===== src/rtl/rainbow_pwm_led.sv =====
// Rainbow hue-wheel walker driving a 3-pin RGB LED with per-channel PWM.
// Duty registers reload only at PWM period boundaries, so the LED waveform stays glitch-free.
module rainbow_pwm_led #(
   parameter int CLK_HZ     = 12_000_000,
   parameter int CYCLE_MS   = 10_000,
   parameter int PWM_BITS   = 5,
   parameter bit ACTIVE_LOW = 1'b1
) (
   input  logic                clk,
   input  logic                rst,
   input  logic                pause,
   input  logic                dir,
   input  logic [PWM_BITS:0]   brightness,
   output logic [2:0]          led,
   output logic [2:0]          hue_seg,
   output logic [PWM_BITS-1:0] hue_frac,
   output logic                wrap
);

   localparam int FULL       = 1 << PWM_BITS;
   localparam int STEP_TICKS = (CLK_HZ / 1000 * CYCLE_MS) / (6 * FULL);
   localparam int TW         = (STEP_TICKS > 1) ? $clog2(STEP_TICKS) : 1;
   localparam int LW         = PWM_BITS + 1;

   localparam logic [TW-1:0]       TICK_MAX = TW'(STEP_TICKS - 1);
   localparam logic [PWM_BITS-1:0] FRAC_MAX = {PWM_BITS{1'b1}};
   localparam logic [LW-1:0]       FULL_L   = LW'(FULL);
   localparam logic [2:0]          LED_OFF  = {3{ACTIVE_LOW}};

   generate
      if (STEP_TICKS < 1) begin : g_bad_step
         $error("rainbow_pwm_led: STEP_TICKS < 1, clock too slow for CYCLE_MS");
      end
   endgenerate

   logic [TW-1:0]       tick_q, tick_d;
   logic [2:0]          seg_q, seg_d;
   logic [PWM_BITS-1:0] frac_q, frac_d;
   logic [PWM_BITS-1:0] pwm_q, pwm_d;
   logic [LW-1:0]       duty_r_q, duty_g_q, duty_b_q;
   logic [LW-1:0]       duty_r_d, duty_g_d, duty_b_d;
   logic                wrap_q, wrap_d;
   logic [2:0]          led_q, led_d;
   logic [LW-1:0]       lvl_r, lvl_g, lvl_b, bri, frac_e, frac_inv;
   logic                step;
   logic [2:0]          lit;

   function automatic logic [LW-1:0] scale(input logic [LW-1:0] l, input logic [LW-1:0] b);
      logic [2*LW-1:0] p;
      p = {{LW{1'b0}}, l} * {{LW{1'b0}}, b};
      return p[PWM_BITS +: LW];
   endfunction

   assign step = !pause && (tick_q == TICK_MAX);

   always_comb begin
      tick_d = tick_q;
      seg_d  = seg_q;
      frac_d = frac_q;
      wrap_d = 1'b0;
      if (!pause) begin
         tick_d = (tick_q == TICK_MAX) ? '0 : tick_q + 1'b1;
      end
      if (step) begin
         if (!dir) begin
            if (frac_q == FRAC_MAX) begin
               frac_d = '0;
               if (seg_q == 3'd5) begin
                  seg_d  = 3'd0;
                  wrap_d = 1'b1;
               end else begin
                  seg_d = seg_q + 3'd1;
               end
            end else begin
               frac_d = frac_q + 1'b1;
            end
         end else begin
            if (frac_q == '0) begin
               frac_d = FRAC_MAX;
               if (seg_q == 3'd0) begin
                  seg_d  = 3'd5;
                  wrap_d = 1'b1;
               end else begin
                  seg_d = seg_q - 3'd1;
               end
            end else begin
               frac_d = frac_q - 1'b1;
            end
         end
      end
   end

   // Hue wheel: each segment ramps exactly one channel up or down.
   always_comb begin
      frac_e   = {1'b0, frac_q};
      frac_inv = FULL_L - frac_e;
      lvl_r    = '0;
      lvl_g    = '0;
      lvl_b    = '0;
      case (seg_q)
         3'd0: begin lvl_r = FULL_L;   lvl_g = frac_e;   end
         3'd1: begin lvl_r = frac_inv; lvl_g = FULL_L;   end
         3'd2: begin lvl_g = FULL_L;   lvl_b = frac_e;   end
         3'd3: begin lvl_g = frac_inv; lvl_b = FULL_L;   end
         3'd4: begin lvl_r = frac_e;   lvl_b = FULL_L;   end
         3'd5: begin lvl_r = FULL_L;   lvl_b = frac_inv; end
         default: ;
      endcase
   end

   assign bri = (brightness > FULL_L) ? FULL_L : brightness;

   always_comb begin
      pwm_d    = pwm_q + 1'b1;
      duty_r_d = duty_r_q;
      duty_g_d = duty_g_q;
      duty_b_d = duty_b_q;
      if (pwm_q == FRAC_MAX) begin
         duty_r_d = scale(lvl_r, bri);
         duty_g_d = scale(lvl_g, bri);
         duty_b_d = scale(lvl_b, bri);
      end
      lit   = {({1'b0, pwm_q} < duty_r_q), ({1'b0, pwm_q} < duty_b_q), ({1'b0, pwm_q} < duty_g_q)};
      led_d = lit ^ LED_OFF;
   end

   always_ff @(posedge clk) begin
      if (rst) begin
         tick_q   <= '0;
         seg_q    <= '0;
         frac_q   <= '0;
         pwm_q    <= '0;
         duty_r_q <= '0;
         duty_g_q <= '0;
         duty_b_q <= '0;
         wrap_q   <= 1'b0;
         led_q    <= LED_OFF;
      end else begin
         tick_q   <= tick_d;
         seg_q    <= seg_d;
         frac_q   <= frac_d;
         pwm_q    <= pwm_d;
         duty_r_q <= duty_r_d;
         duty_g_q <= duty_g_d;
         duty_b_q <= duty_b_d;
         wrap_q   <= wrap_d;
         led_q    <= led_d;
      end
   end

   assign led      = led_q;
   assign hue_seg  = seg_q;
   assign hue_frac = frac_q;
   assign wrap     = wrap_q;

endmodule


===== config.mk =====
export PLATFORM = sky130hd
export DESIGN_NAME = rainbow_pwm_led
export DESIGN_NICKNAME = d
export VERILOG_FILES = /design/src/rtl/rainbow_pwm_led.sv
export SDC_FILE = /design/constraint.sdc
export NUM_CORES = 1
export LEC_CHECK = 0
export CAP_MARGIN = 5
export CORE_MARGIN = 5
export CORE_UTILIZATION = 25
export DETAILED_ROUTE_END_ITERATION = 6
export PLACE_DENSITY_LB_ADDON = 0.2
export SLEW_MARGIN = 20
export SYNTH_ARGS = -nofsm -noshare
export SYNTH_HDL_FRONTEND = slang
export SYNTH_SLANG_ARGS = --single-unit

===== constraint.sdc =====
create_clock -name clk -period 7.9 [get_ports clk]
set_clock_uncertainty 0.15 [all_clocks]
set_input_delay 1.185 -clock clk [delete_from_list [all_inputs] [get_ports clk]]
set_output_delay 1.185 -clock clk [all_outputs]
set_load 0.02 [all_outputs]

; Word-level counts from Yosys, hierarchy flattened
; Cells that the tools add are included.
[classes]
n_addsub = 7
multipliers = 3
div_mod_pow = 0
n_lt_le_gt_ge = 4
eq_ne = 9
shift = 0
mux = 18
n_bitwise = 2
reduce_logical = 10
[op_table]
columns = op, n
row1 = 6-bit one-hot mux with 3 select lines, 3
row2 = 6-bit by 6-bit multiplier with 11-bit output, 3
row3 = "20-bit by 1-bit adder with 20-bit output, second input constant", 1
row4 = "20-bit equality test, second input constant", 1
row5 = 20-bit two-way mux, 1
row6 = 5-bit by 6-bit < comparator with 1-bit output, 3
row7 = 3-bit two-way mux, 5
row8 = 5-bit two-way mux, 3
row9 = "5-bit by 1-bit adder with 5-bit output, second input constant", 2
row10 = "5-bit equality test, second input constant", 2
row11 = 2-bit OR reduction, 4
row12 = "3-bit by 2-bit equality test with 1-bit output, second input constant", 2
row13 = "3-bit equality test, second input constant", 2
row14 = "6-bit > comparator, second input constant", 1
row15 = 6-bit two-way mux, 1
row16 = "6-bit by 5-bit subtractor with 6-bit output, first input constant", 1
row17 = 5-bit logical NOT, 1
row18 = 1-bit two-way mux, 5
row19 = "5-bit by 1-bit subtractor with 5-bit output, second input constant", 1
row20 = "3-bit by 1-bit adder with 3-bit output, second input constant", 1
row21 = "3-bit by 1-bit equality test with 1-bit output, second input constant", 1
row22 = 3-bit logical NOT, 1
row23 = 3-bit NOT, 1
row24 = 3-bit AND reduction, 1
row25 = 6 further kinds, 6
[word_totals]
regBits = 55
latchBits = 0
mem_bits_rw = 0
mem_bits_ro = 0
output_inout_bits = 12
n_memories = 0

; Longest topological paths before layout
; Gate-level depths: netlist of the first run.
[depth]
ltp_word = 4
mapped_depth = 21
ltp_nobuf = 19

; Worst setup path after synthesis of the first run
; OpenSTA, ideal clock, no wires.
[synth_path]
path_kind = input to register
start = input port brightness[5]
end = register duty_b_q[4]
arrival_time_ns = 5.109
t_required_ns = 7.655
setup_slack_ns = 2.545
stages = 15
path_buffers = 1
cell_sequence = inv_1 clkbuf_1 nand2_1 or2_2 fa_1 fa_1 fa_1 inv_1 ha_1 a21oi_1 a21boi_0 a311oi_4 nor2b_1 or4_1 o311ai_1
[synth_between]
elab_chain_cells = 3
[synth_lines]
columns = item, line
row1 = "start, declared", 13  ; input logic [PWM_BITS:0] brightness,
row2 = 6-bit > comparator, 111  ; assign bri = (brightness > FULL_L) ? FULL_L : brightness;
row3 = 6-bit two-way mux *, 111
row4 = 6-bit by 6-bit multiplier with 11-bit output *, 50  ; p = {{LW{1'b0}}, l} * {{LW{1'b0}}, b};
row5 = "end signal, assigned", 145  ; duty_b_q <= duty_b_d;
row6 = "end, declared", 40  ; logic [LW-1:0] duty_r_q, duty_g_q, duty_b_q;
; Every way passes the cells marked *; elsewhere a longest branch is shown, timed or not.
; A chain may end at the register's enable or synchronous reset.

; Worst setup path after layout of the first run
[layout_path]
start = input port brightness[5]
end = register duty_r_q[5]
[layout_between]
elab_chain_cells = 3
[layout_lines]
columns = item, line
row1 = 6-bit > comparator, 111
row2 = 6-bit two-way mux *, 111
row3 = 6-bit by 6-bit multiplier with 11-bit output *, 50
row4 = "end signal, assigned", 143  ; duty_r_q <= duty_r_d;
row5 = "end, declared", 40
; Marked as above.

==> summary.json, run 1 <==
{
  "status": {"value": "complete, no violations"},
  "postCtsSetupRepairBufs": {"value": 0},
  "synth_seq_cells": {"value": 55},
  "htree_num_levels": {"value": 2},
  "cap_violations": {"value": 0},
  "netlist-cell-type-count": {"value": 73},
  "worst_slew_pin_slew": {"value": 0.814, "unit": "ns"},
  "core_region_area": {"value": 24200, "unit": "um^2"},
  "rrSetupSlack": {"value": 2.10, "unit": "ns"},
  "initial_antenna_violation_count": {"value": 1},
  "synthesized_area_per_cell": {"value": 8.24, "unit": "um^2"},
  "hold_path_class": {"value": "flip-flop to flip-flop"},
  "slowest_stage_cell_crit_path": {"value": "clkdlybuf4s50_1"},
  "pleak": {"value": 0.00285, "unit": "uW"},
  "global_route_wire_length_before_repair": {"value": 26300, "unit": "um"},
  "period_minus_slack": {"value": 6.45, "unit": "ns"},
  "commonest_cells_after_routing_fill_and_taps_aside": {"value": "nor2_1 (128), inv_1 (94), ha_1 (68)"},
  "vias": {"value": 4885},
  "track_usage": {"value": 11.5, "unit": "%"},
  "ff2ff_path_depth": {"value": 18},
  "startpoint_of_the_lowest_slack_register_to_register_path": {"value": "hue_frac[0]"},
  "post_cts_clock_slew_at_the_launch_and_capture_registers_of_the_worst_setup_and_hold_paths": {"value": 0.07, "unit": "ns"},
  "worstPathMaxFanout": {"value": 22},
  "setup_tns": {"value": 0, "unit": "ns"},
  "place_hpwl": {"value": 12300, "unit": "um"},
  "cts.repair.resized": {"value": 0},
  "dieHeight": {"value": 167, "unit": "um"},
  "die_w": {"value": 167, "unit": "um"},
  "timing_max_transition_violations_final": {"value": 0},
  "cts-root-to-sink-buffers": {"value": 2},
  "io_pins": {"value": 22},
  "vias_per_cell": {"value": 4.57},
  "critical_path.max_stage_delay": {"value": 0.59, "unit": "ns"},
  "synth_fp_nets": {"value": 867},
  "finish.cell_count_without_fillers": {"value": 1069},
  "initialDrtViolationCount": {"value": 267},
  "core.rowCount": {"value": 57},
  "layout-drive-gt1-share": {"value": 5.77, "unit": "%"},
  "wirelength": {"value": 15400, "unit": "um"},
  "holdPathStages": {"value": 1},
  "vias_in_the_first_global_route": {"value": 5027},
  "timing.final.setup_violations": {"value": 0},
  "post_synth_inst_count": {"value": 744},
  "hold_viol": {"value": 0},
  "crit_path_cell_trace": {"value": "clkdlybuf4s50_1 > inv_1 > nand2_1 > or2_2 > fa_1 > fa_1 > fa_1 > inv_1 > ha_1 > a21o_1 > a31oi_1 > inv_1 > o41a_1 > xnor3_1 > a211oi_2"},
  "worst_ir_drop_vdd": {"value": 88.1, "unit": "uV"},
  "detail_route.first_pass.iterations": {"value": 4},
  "syn_area": {"value": 6130, "unit": "um^2"},
  "ys.flop_type": {"value": "dfxtp_1"},
  "rsz_0062_raised_after_global_routing": {"value": "false"},
  "grt_ovf": {"value": 0},
  "synth_edf_count": {"value": 0},
  "slew_headroom": {"value": 45.6, "unit": "%"},
  "cts.hold.buffers_added": {"value": 0},
  "areaGrowthSynthToFinish": {"value": 10.4, "unit": "%"},
  "grt_start_max_net_pins": {"value": 50},
  "ant_nets": {"value": 0},
  "clk-insertion-delay-late": {"value": 0.31, "unit": "ns"},
  "rr_endpoint": {"value": "duty_b_q[4]"},
  "tritoncts.num_buffers": {"value": 5},
  "design.die.area": {"value": 27800, "unit": "um^2"},
  "synth-seq-area-share": {"value": 18.0, "unit": "%"},
  "globalplace.congestion": {"value": 0.788},
  "post-route-drc-count": {"value": 0},
  "cp.arrival": {"value": 6.52, "unit": "ns"},
  "critical_path.startpoint_type": {"value": "primary input"},
  "min_period_over_period": {"value": 81.6, "unit": "%"},
  "holdCritStartpoint": {"value": "duty_g_q[5]"},
  "final_net_count": {"value": 867},
  "min_delay_worst_endpoint": {"value": "led[0]"},
  "numPortBuffers": {"value": 21},
  "mostFrequentLayoutCell": {"value": "nor2_1"},
  "wire_per_inst": {"value": 14.4, "unit": "um"},
  "synthesis_warnings": {"value": 0},
  "final.fill_count": {"value": 2631},
  "initial_core_util": {"value": 25.3, "unit": "%"},
  "power_density": {"value": 85.1, "unit": "nW/um^2"},
  "synthArstFlopShare": {"value": 0, "unit": "%"},
  "insertedDiodeCount": {"value": 0},
  "dp.cells": {"value": 1061},
  "data_required_critical_path": {"value": 7.97, "unit": "ns"},
  "setup.worst_path.class": {"value": "primary input to flip-flop"},
  "tritoncts": {"value": "built"},
  "clock-sinks": {"value": 55},
  "cts.root.buffer_cell": {"value": "clkbuf_16"},
  "fmax": {"value": 155, "unit": "MHz"},
  "kind_of_capture_point_of_the_worst_setup_path": {"value": "flip-flop"}
}
## report_power, final
group | internal, uW | switching, uW
Clock | 121 | 112
Combinational | 23.9 | 33.5
Sequential | 281 | 4.11
## worst max-delay path: cells and delay by family
kind / cells / cell delay (ns)
simple gates: 2 / 0.99
xor+xnor: 1 / 0.19
buf+inv: 4 / 1.29
fa+ha+maj: 4 / 1.89
compound gates: 4 / 0.96
## routing by layer
layer | up-vias | part of all wire, % | global-route usage [%] | routed length [um]
met3 | 9 | 2.4 | 1.64 | 373
met2 | 46 | 48 | 19.7 | 7450
met4 | 2 | 0.84 | 1.92 | 130
met5 | - | 0.084 | 0 | 13
li1 | 2488 | - | - | -
met1 | 2340 | 48 | 15.5 | 7470
## area by class of cell
class | count | area, um^2 | area share, %
Inverter | 94 | 353 | 5.22
Clock buffer | 5 | 125 | 1.85
Clock inverter | 3 | 26.3 | 0.388
Timing Repair Buffer | 26 | 243 | 3.59
Multi-Input combinational cell | 562 | 4510 | 66.7
Tap cell | 324 | 405 | 5.99
Sequential cell | 55 | 1100 | 16.3
## cell usage after synthesis, types with 8 or more instances
cell type / n / area, um^2
nor2_1: 128 / 480
inv_1: 94 / 353
ha_1: 68 / 851
dfxtp_1: 55 / 1100
fa_1: 45 / 901
nand2_1: 34 / 128
a21oi_1: 23 / 115
xnor2_1: 21 / 184
clkbuf_1: 20 / 75.1
nand3_1: 20 / 100
xor2_1: 20 / 175
a21o_1: 18 / 135
nand2b_1: 16 / 100
or2_2: 13 / 81.3
o21ai_0: 10 / 50.1
a22oi_1: 9 / 67.6
mux2i_1: 9 / 90.1
nor2b_1: 9 / 56.3
nor3_1: 8 / 40.0
## registers in the layout (all words and copies together) (netlist names)
register and count:
tick_q 20, duty_b_q 6, duty_g_q 6, duty_r_q 6
hue_frac 5, pwm_q 5, hue_seg 3, led 3
wrap 1
## logic make-up after synthesis
group / count (synthesis) / share of synthesized area [%]
muxes: 9 / 1.47
buffers and inverters: 127 / 8.43
and+or+nand+nor: 290 / 24.2
DFF: 55 / 18.0
xor gates and xnor gates: 42 / 6.23
AOI/OAI and AO/OA: 108 / 13.1
adders and majority gates: 113 / 28.6
## stage by stage
step / hold slack, ns / util (%) / worst slack, ns / area, um^2 / power [uW]
2_1_floorplan: 0.269 / - / 2.55 / 6130 / 328
3_3_place_gp: 0.309 / 27.3 / 1.29 / 6610 / 349
3_5_place_dp: 0.306 / 27.3 / 1.15 / 6610 / 349
4_1_cts: 0.326 / 27.9 / 1.46 / 6770 / 589
5_1_grt: 0.346 / 27.9 / 1.13 / 6770 / 607
6_report: 0.324 / 27.9 / 1.45 / 6770 / 575
## how the worst max path moves through the flow
stage                       start          end
floorplan           brightness[5]  duty_b_q[4]
global placement    brightness[5]  duty_r_q[5]
detailed placement  brightness[5]  duty_r_q[5]
CTS                 brightness[5]  duty_r_q[5]
global route        brightness[5]  duty_r_q[5]
finish              brightness[5]  duty_r_q[5]
(Power assumes the default switching activity.)
==> run 2: changes to the inputs <==
Clock period 7.9 ns to 5.49 ns, I/O delays scaled along.
==> run 2 against run 1 <==
First-iteration DRC count fell by 13%; die area did not move; via count rose by 3.0%; sequential share of layout area fell by 0.65 points; core utilization rose by 1.2 points; flip-flop and latch count did not move; global-route usage rose by 0.40 points; clock power rose by 51%; register-to-register slack got worse by 1.8 ns; non-clock buffer count rose by 36; worst setup slack got worse by 1.2 ns; highest routed layer is now met4.
==> summary.json, run 2 (synthesized netlist as in run 1, its figures left out) <==
{
  "tritoncts.num_buffers": {"value": 5, "change": "unchanged"},
  "post_cts_clock_slew_at_the_launch_and_capture_registers_of_the_worst_setup_and_hold_paths": {"value": 0.09, "unit": "ns", "change": "+0.02 ns"},
  "clk-insertion-delay-late": {"value": 0.31, "unit": "ns", "change": "about the same"},
  "cap_violations": {"value": 0, "change": "unchanged"},
  "ant_nets": {"value": 0, "change": "unchanged"},
  "cts.root.buffer_cell": {"value": "clkbuf_16"},
  "seq_power_share": {"value": 48.2, "unit": "%", "change": "-1.3 points"},
  "htree_num_levels": {"value": 2, "change": "unchanged"},
  "tritoncts": {"value": "built"},
  "worstSetupEndpoint": {"value": "duty_r_q[5]"},
  "power_density": {"value": 121, "unit": "nW/um^2", "change": "+42%"},
  "final_net_count": {"value": 903, "change": "+4.2%"},
  "post-route-drc-count": {"value": 0, "change": "unchanged"},
  "core.rowCount": {"value": 57, "change": "unchanged"},
  "postCtsSetupRepairBufs": {"value": 0, "change": "unchanged"},
  "areaGrowthSynthToFinish": {"value": 15.1, "unit": "%"},
  "holdCritStartpoint": {"value": "duty_g_q[5]"},
  "numPortBuffers": {"value": 21, "change": "unchanged"},
  "worst_path_most_repeated_cell": {"value": "inv_1"},
  "design_area": {"value": 7060, "unit": "um^2", "change": "+4.3%"},
  "globalplace.congestion": {"value": 0.822, "change": "+4.3%"},
  "slowest_stage_cell_crit_path": {"value": "fa_1"},
  "worst_slew_pin_slew": {"value": 0.748, "unit": "ns", "change": "-0.0660 ns"},
  "period_minus_slack": {"value": 5.22, "unit": "ns"},
  "wire_per_inst": {"value": 14.4, "unit": "um", "change": "-0.56%"},
  "rr_endpoint": {"value": "duty_r_q[5]"},
  "layout-drive-gt1-share": {"value": 10.6, "unit": "%", "change": "+4.9 points"},
  "commonest_cells_after_routing_fill_and_taps_aside": {"value": "nor2_1 (128), inv_1 (93), ha_1 (68)"},
  "initial_antenna_violation_count": {"value": 0, "change": "-1"},
  "vias": {"value": 5031, "change": "+3.0%"},
  "ff2ff_path_depth": {"value": 19, "change": "+1"},
  "insertedDiodeCount": {"value": 0, "change": "unchanged"},
  "clock-sinks": {"value": 55, "change": "unchanged"},
  "portion_of_total_power_attributed_to_combinational_logic": {"value": 10.5, "unit": "%", "change": "+0.5 points"},
  "mostFrequentLayoutCell": {"value": "nor2_1"},
  "critical_path.max_stage_delay": {"value": 0.54, "unit": "ns", "change": "-0.05 ns"},
  "placedInstanceArea": {"value": 6880, "unit": "um^2", "change": "+4.1%"},
  "rrSetupSlack": {"value": 0.27, "unit": "ns", "change": "-1.83 ns"},
  "net-switching-power": {"value": 230, "unit": "uW", "change": "+53%"},
  "startpoint_of_the_lowest_slack_register_to_register_path": {"value": "hue_frac[0]"},
  "setup.worst_path.class": {"value": "flip-flop to flip-flop"},
  "initialDrtViolationCount": {"value": 232, "change": "-13%"},
  "track_usage": {"value": 11.9, "unit": "%", "change": "+0.40 points"},
  "place_hpwl": {"value": 12800, "unit": "um", "change": "+4.5%"},
  "vias_per_cell": {"value": 4.55, "change": "-0.37%"},
  "critical_path.startpoint_type": {"value": "flip-flop"},
  "cts.hold.buffers_added": {"value": 0, "change": "unchanged"},
  "vias_in_the_first_global_route": {"value": 5187, "change": "+3.2%"},
  "hold_path_class": {"value": "flip-flop to flip-flop"},
  "power_frac_clock": {"value": 41.2, "unit": "%", "change": "+0.7 points"},
  "data_required_critical_path": {"value": 5.57, "unit": "ns", "change": "-2.40 ns"},
  "crit_path_cell_trace": {"value": "inv_1 > ha_1 > nor3b_2 > ha_1 > a22oi_1 > or2_2 > nor2_1 > fa_1 > fa_1 > inv_1 > fa_1 > inv_1 > ha_1 > a21o_1 > a31oi_1 > inv_1 > o41a_1 > xnor3_1 > a211oi_2"},
  "internal_dissipation": {"value": 621, "unit": "uW", "change": "+46%"},
  "detail_route.first_pass.iterations": {"value": 4, "change": "unchanged"},
  "largest_reg_flops": {"value": 20, "change": "unchanged"},
  "initial_core_util": {"value": 25.3, "unit": "%", "change": "unchanged"},
  "dieHeight": {"value": 167, "unit": "um", "change": "unchanged"},
  "largest_register": {"value": "tick_q"},
  "worst_ir_drop_vdd": {"value": 119, "unit": "uV", "change": "+36%"},
  "cp.arrival": {"value": 5.30, "unit": "ns", "change": "-1.22 ns"},
  "min_period_over_period": {"value": 95.1, "unit": "%"},
  "fmax": {"value": 192, "unit": "MHz"},
  "cts-root-to-sink-buffers": {"value": 2, "change": "unchanged"},
  "hold_viol": {"value": 0, "change": "unchanged"},
  "status": {"value": "complete, no violations"},
  "io_pins": {"value": 22, "change": "unchanged"},
  "rsz_0062_raised_after_global_routing": {"value": "false"},
  "pleak": {"value": 0.00303, "unit": "uW", "change": "+6.3%"},
  "die_w": {"value": 167, "unit": "um", "change": "unchanged"},
  "wirelength": {"value": 15900, "unit": "um", "change": "+2.8%"},
  "critPathLaunch": {"value": "hue_frac[0]"},
  "slew_headroom": {"value": 49.9, "unit": "%", "change": "+4.3 points"},
  "final.fill_count": {"value": 2664, "change": "+1.3%"},
  "swShare": {"value": 27.0, "unit": "%", "change": "+0.95 points"},
  "timing.final.setup_violations": {"value": 0, "change": "unchanged"},
  "design.die.area": {"value": 27800, "unit": "um^2", "change": "unchanged"},
  "grt_ovf": {"value": 0, "change": "unchanged"},
  "timing_max_transition_violations_final": {"value": 0, "change": "unchanged"},
  "setup_tns": {"value": 0, "unit": "ns", "change": "unchanged"},
  "grt_start_max_net_pins": {"value": 50, "change": "unchanged"},
  "core_region_area": {"value": 24200, "unit": "um^2", "change": "unchanged"},
  "worstPathMaxFanout": {"value": 6, "change": "-73%"},
  "global_route_wire_length_before_repair": {"value": 27200, "unit": "um", "change": "+3.3%"},
  "kind_of_capture_point_of_the_worst_setup_path": {"value": "flip-flop"}
}
[run 2: what timing repair did]
item	in CTS	in global routing
hold endpoints to repair	0	0
gates resized for setup	0	4
setup endpoints to repair	0	4
[run 2: layer usage]
metal	vias to the layer above	track usage, %	share of wire, %
met5	-	0	0
met4	0	2.95	1.6
met3	15	1.66	2.6
met2	57	20.2	47
met1	2397	15.9	48
li1	2562	-	-
[run 2: layout make-up]
| class | count | area (um^2) | share of cell area [%] |
|---|---|---|---|
| Multi-Input combinational cell | 562 | 4520 | 64.1 |
| Sequential cell | 55 | 1100 | 15.6 |
| Timing Repair Buffer | 62 | 513 | 7.27 |
| Tap cell | 324 | 405 | 5.75 |
| Inverter | 94 | 353 | 5.00 |
| Clock buffer | 5 | 125 | 1.77 |
| Clock inverter | 3 | 33.8 | 0.479 |
[run 2: worst min-delay path by stage]
stage | to | cells after the start | slack [ns]
6_report | led[0] | 1 | 0.32
5_1_grt | led[0] | 1 | 0.35
4_1_cts | duty_r_q[3] | 2 | 0.33
3_5_place_dp | led[0] | 1 | 0.30
3_3_place_gp | duty_r_q[3] | 2 | 0.31
2_1_floorplan | led[0] | 1 | 0.27
[run 2: worst max-delay path: cells and delay by family (launching register included)]
| kind | cells | cell delay [ns] |
|---|---|---|
| buf+inv | 4 | 0.23 |
| flops | 1 | 0.39 |
| fa+ha+maj | 6 | 2.46 |
| xor+xnor | 1 | 0.19 |
| simple gates | 3 | 0.68 |
| compound gates | 5 | 1.00 |
[run 2: power by group through the flow]
stage | Clock (uW) | Combinational [uW] | Sequential [uW]
finish | 351 | 89.5 | 411
global route | 389 | 101 | 412
CTS | 372 | 91.1 | 411
detailed placement | 0 | 90.4 | 420
global placement | 0 | 90.9 | 421
floorplan | 0 | 51.8 | 420
[run 2: through the flow]
| step | total power (uW) | instances | setup slack (ns) | utilization [%] | hold slack (ns) |
|---|---|---|---|---|---|
| 2_1_floorplan | 472 | 744 | 0.212 | - | 0.269 |
| 6_report | 851 | 1105 | 0.270 | 29.1 | 0.321 |
| 4_1_cts | 874 | 1105 | 0.157 | 29.0 | 0.330 |
| 3_3_place_gp | 511 | 1097 | -0.00434 | 28.4 | 0.310 |
| 3_5_place_dp | 511 | 1097 | -0.0512 | 28.4 | 0.302 |
| 5_1_grt | 902 | 1105 | 0.00903 | 29.1 | 0.349 |
==> run 3: changes to the inputs <==
Settings changed: CTS_CLUSTER_SIZE set to 24, REMOVE_ABC_BUFFERS set to 1.
==> run 3 against run 2 <==
Sequential share of layout area is 0.051 points lower; critical endpoint unchanged; design area is 0.21% higher; highest routed layer unchanged; critical path depth stayed put.
==> summary.json, run 3 (synthesized netlist as in run 1, its figures left out) <==
{
  "fmax": {"value": 195, "unit": "MHz", "change": "+2.0%"},
  "placement.setup.worst_slack": {"value": 0.0852, "unit": "ns", "change": "+0.136 ns"},
  "cp.arrival": {"value": 5.19, "unit": "ns", "change": "-0.11 ns"},
  "cap_violations": {"value": 0, "change": "unchanged"},
  "commonest_cells_after_routing_fill_and_taps_aside": {"value": "nor2_1 (128), inv_1 (94), ha_1 (67)"},
  "ff2ff_path_depth": {"value": 19, "change": "unchanged"},
  "htree_num_levels": {"value": 2, "change": "unchanged"},
  "vias_in_the_first_global_route": {"value": 4998, "change": "-3.6%"},
  "mostFrequentLayoutCell": {"value": "nor2_1"},
  "timing.final.setup_violations": {"value": 0, "change": "unchanged"},
  "min_period_over_period": {"value": 93.2, "unit": "%", "change": "-1.9 points"},
  "status": {"value": "complete, no violations"},
  "design.die.area": {"value": 27800, "unit": "um^2", "change": "unchanged"},
  "hold_path_class": {"value": "flip-flop to flip-flop"},
  "largest_reg_flops": {"value": 20, "change": "unchanged"},
  "ant_nets": {"value": 0, "change": "unchanged"},
  "period_minus_slack": {"value": 5.12, "unit": "ns", "change": "-0.104 ns"},
  "grt_start_max_net_pins": {"value": 36, "change": "-28%"},
  "tritoncts.num_buffers": {"value": 5, "change": "unchanged"},
  "largest_register": {"value": "tick_q"},
  "pleak": {"value": 0.00303, "unit": "uW", "change": "about the same"},
  "global_route_wire_length_before_repair": {"value": 26300, "unit": "um", "change": "-3.2%"},
  "critical_path.startpoint_type": {"value": "flip-flop"},
  "critical_path.max_stage_delay": {"value": 0.55, "unit": "ns", "change": "about the same"},
  "post_cts_clock_slew_at_the_launch_and_capture_registers_of_the_worst_setup_and_hold_paths": {"value": 0.08, "unit": "ns", "change": "about the same"},
  "place_hpwl": {"value": 12500, "unit": "um", "change": "-2.4%"},
  "postLayoutSetupSlackWorst": {"value": 0.375, "unit": "ns", "change": "+0.104 ns"},
  "data_required_critical_path": {"value": 5.57, "unit": "ns", "change": "about the same"},
  "areaGrowthSynthToFinish": {"value": 15.4, "unit": "%"},
  "clk-insertion-delay-late": {"value": 0.30, "unit": "ns", "change": "about the same"},
  "cts.repair.resized": {"value": 0, "change": "unchanged"},
  "setup.worst_path.class": {"value": "flip-flop to flip-flop"},
  "rsz_0062_raised_after_global_routing": {"value": "false"},
  "holdCritStartpoint": {"value": "duty_g_q[5]"},
  "post-route-drc-count": {"value": 0, "change": "unchanged"},
  "io_pins": {"value": 22, "change": "unchanged"},
  "initialDrtViolationCount": {"value": 210, "change": "-9.5%"},
  "grt_ovf": {"value": 0, "change": "unchanged"},
  "kind_of_capture_point_of_the_worst_setup_path": {"value": "flip-flop"},
  "numPortBuffers": {"value": 21, "change": "unchanged"},
  "vias_per_cell": {"value": 4.49, "change": "-1.4%"},
  "vias": {"value": 4951, "change": "-1.6%"},
  "globalplace.congestion": {"value": 0.800, "change": "-2.7%"},
  "postCtsSetupRepairBufs": {"value": 0, "change": "unchanged"},
  "cts.hold.buffers_added": {"value": 0, "change": "unchanged"},
  "crit_family": {"value": "adder cells"},
  "crit_path_cell_trace": {"value": "inv_1 > ha_1 > nor3b_2 > ha_4 > a22oi_1 > or2_2 > nor2_1 > fa_1 > fa_1 > inv_1 > fa_1 > inv_1 > ha_1 > a21o_1 > a31oi_1 > inv_1 > o41a_1 > xnor3_1 > a211oi_2"},
  "timing.critical_path.buf_inv": {"value": 4, "change": "unchanged"},
  "worst_slew_pin_slew": {"value": 0.745, "unit": "ns", "change": "-0.00350 ns"},
  "initial_core_util": {"value": 25.3, "unit": "%", "change": "unchanged"},
  "cts.root.buffer_cell": {"value": "clkbuf_16"},
  "insertedDiodeCount": {"value": 0, "change": "unchanged"},
  "final_net_count": {"value": 901, "change": "-0.22%"},
  "startpoint_of_the_lowest_slack_register_to_register_path": {"value": "hue_frac[0]"},
  "wirelength": {"value": 15500, "unit": "um", "change": "-2.1%"},
  "wire_per_inst": {"value": 14.1, "unit": "um", "change": "-1.9%"},
  "min_delay_worst_endpoint": {"value": "led[0]"},
  "slowest_stage_cell_crit_path": {"value": "fa_1"},
  "worst_ir_drop_vdd": {"value": 129, "unit": "uV", "change": "+8.4%"},
  "dp.cells": {"value": 1095, "change": "-0.18%"},
  "clock-sinks": {"value": 55, "change": "unchanged"},
  "slew_headroom": {"value": 50.2, "unit": "%", "change": "+0.23 points"},
  "finish.cell_count_without_fillers": {"value": 1103, "change": "-0.18%"},
  "rrSetupSlack": {"value": 0.37, "unit": "ns", "change": "+0.10 ns"},
  "hold_viol": {"value": 0, "change": "unchanged"},
  "rr_endpoint": {"value": "duty_r_q[5]"},
  "worstPathMaxFanout": {"value": 6, "change": "unchanged"},
  "layout-drive-gt1-share": {"value": 10.1, "unit": "%", "change": "-0.49 points"},
  "power_density": {"value": 126, "unit": "nW/um^2", "change": "+4.6%"},
  "core_region_area": {"value": 24200, "unit": "um^2", "change": "unchanged"},
  "setup_tns": {"value": 0, "unit": "ns", "change": "unchanged"},
  "dieHeight": {"value": 167, "unit": "um", "change": "unchanged"},
  "tritoncts": {"value": "built"},
  "core.rowCount": {"value": 57, "change": "unchanged"},
  "timing_max_transition_violations_final": {"value": 0, "change": "unchanged"},
  "detail_route.first_pass.iterations": {"value": 5, "change": "+1"},
  "holdPathStages": {"value": 1, "change": "unchanged"},
  "final.hold.worst_slack": {"value": 0.323, "unit": "ns", "change": "+0.00131 ns"},
  "die_w": {"value": 167, "unit": "um", "change": "unchanged"},
  "cts-root-to-sink-buffers": {"value": 2, "change": "unchanged"},
  "track_usage": {"value": 11.5, "unit": "%", "change": "-0.40 points"},
  "worst_path_most_repeated_cell": {"value": "inv_1"},
  "initial_antenna_violation_count": {"value": 0, "change": "unchanged"}
}
[run 3: per-layer routing]
| layer | wire [um] | GRT usage (%) |
|---|---|---|
| met1 | 8130 | 16.6 |
| met2 | 6760 | 18.4 |
| met3 | 551 | 1.87 |
| met4 | 110 | 1.64 |
| met5 | 0 | 0 |
[run 3: worst reg2reg max path: stages, from the launching register on]
cell      delay, ns
dfxtp_1        0.32
inv_1          0.05
ha_1           0.27
nor3b_2        0.35
ha_4           0.21
a22oi_1        0.06
or2_2          0.34
nor2_1         0.13
fa_1           0.46
fa_1           0.55
inv_1          0.05
fa_1           0.53
inv_1          0.04
ha_1           0.33
a21o_1         0.17
a31oi_1        0.13
inv_1          0.08
o41a_1         0.38
xnor3_1        0.22
a211oi_2       0.21
[run 3: power breakdown]
| part | internal [uW] | switching [uW] | total (uW) |
|---|---|---|---|
| clock network | 218 | 169 | 387 |
| registers | 404 | 6.45 | 411 |
| logic | 41.8 | 53.1 | 94.9 |
[run 3: final cells by class]
| type | instances | area, um^2 |
|---|---|---|
| well taps | 324 | 405 |
| inverters | 94 | 353 |
| fillers | 2663 | 17200 |
| flip-flops and latches | 55 | 1100 |
| repair buffers | 60 | 510 |
| clock buffers | 5 | 125 |
| clock inverters | 3 | 46.3 |
| multi-input cells | 562 | 4530 |
[run 3: worst max-delay path by stage]
| stage | to | slack (ns) | start | depth (start not counted) |
|---|---|---|---|---|
| after floorplan | duty_r_q[5] | 0.25 | hue_frac[0] | 19 |
| after global placement | duty_r_q[5] | 0.14 | brightness[5] | 16 |
| after detailed placement | duty_b_q[4] | 0.09 | brightness[5] | 17 |
| after CTS | duty_b_q[4] | 0.21 | hue_frac[0] | 18 |
| after global routing | duty_r_q[5] | 0.03 | hue_seg[2] | 18 |
| final | duty_r_q[5] | 0.37 | hue_frac[0] | 19 |
[run 3: through the flow]
stage	total power [uW]	util (%)	cell area (um^2)
floorplan	465	-	5970
global placement	517	28.4	6880
detailed placement	515	28.4	6880
CTS	906	29.1	7050
global route	937	29.2	7070
finish	892	29.2	7070
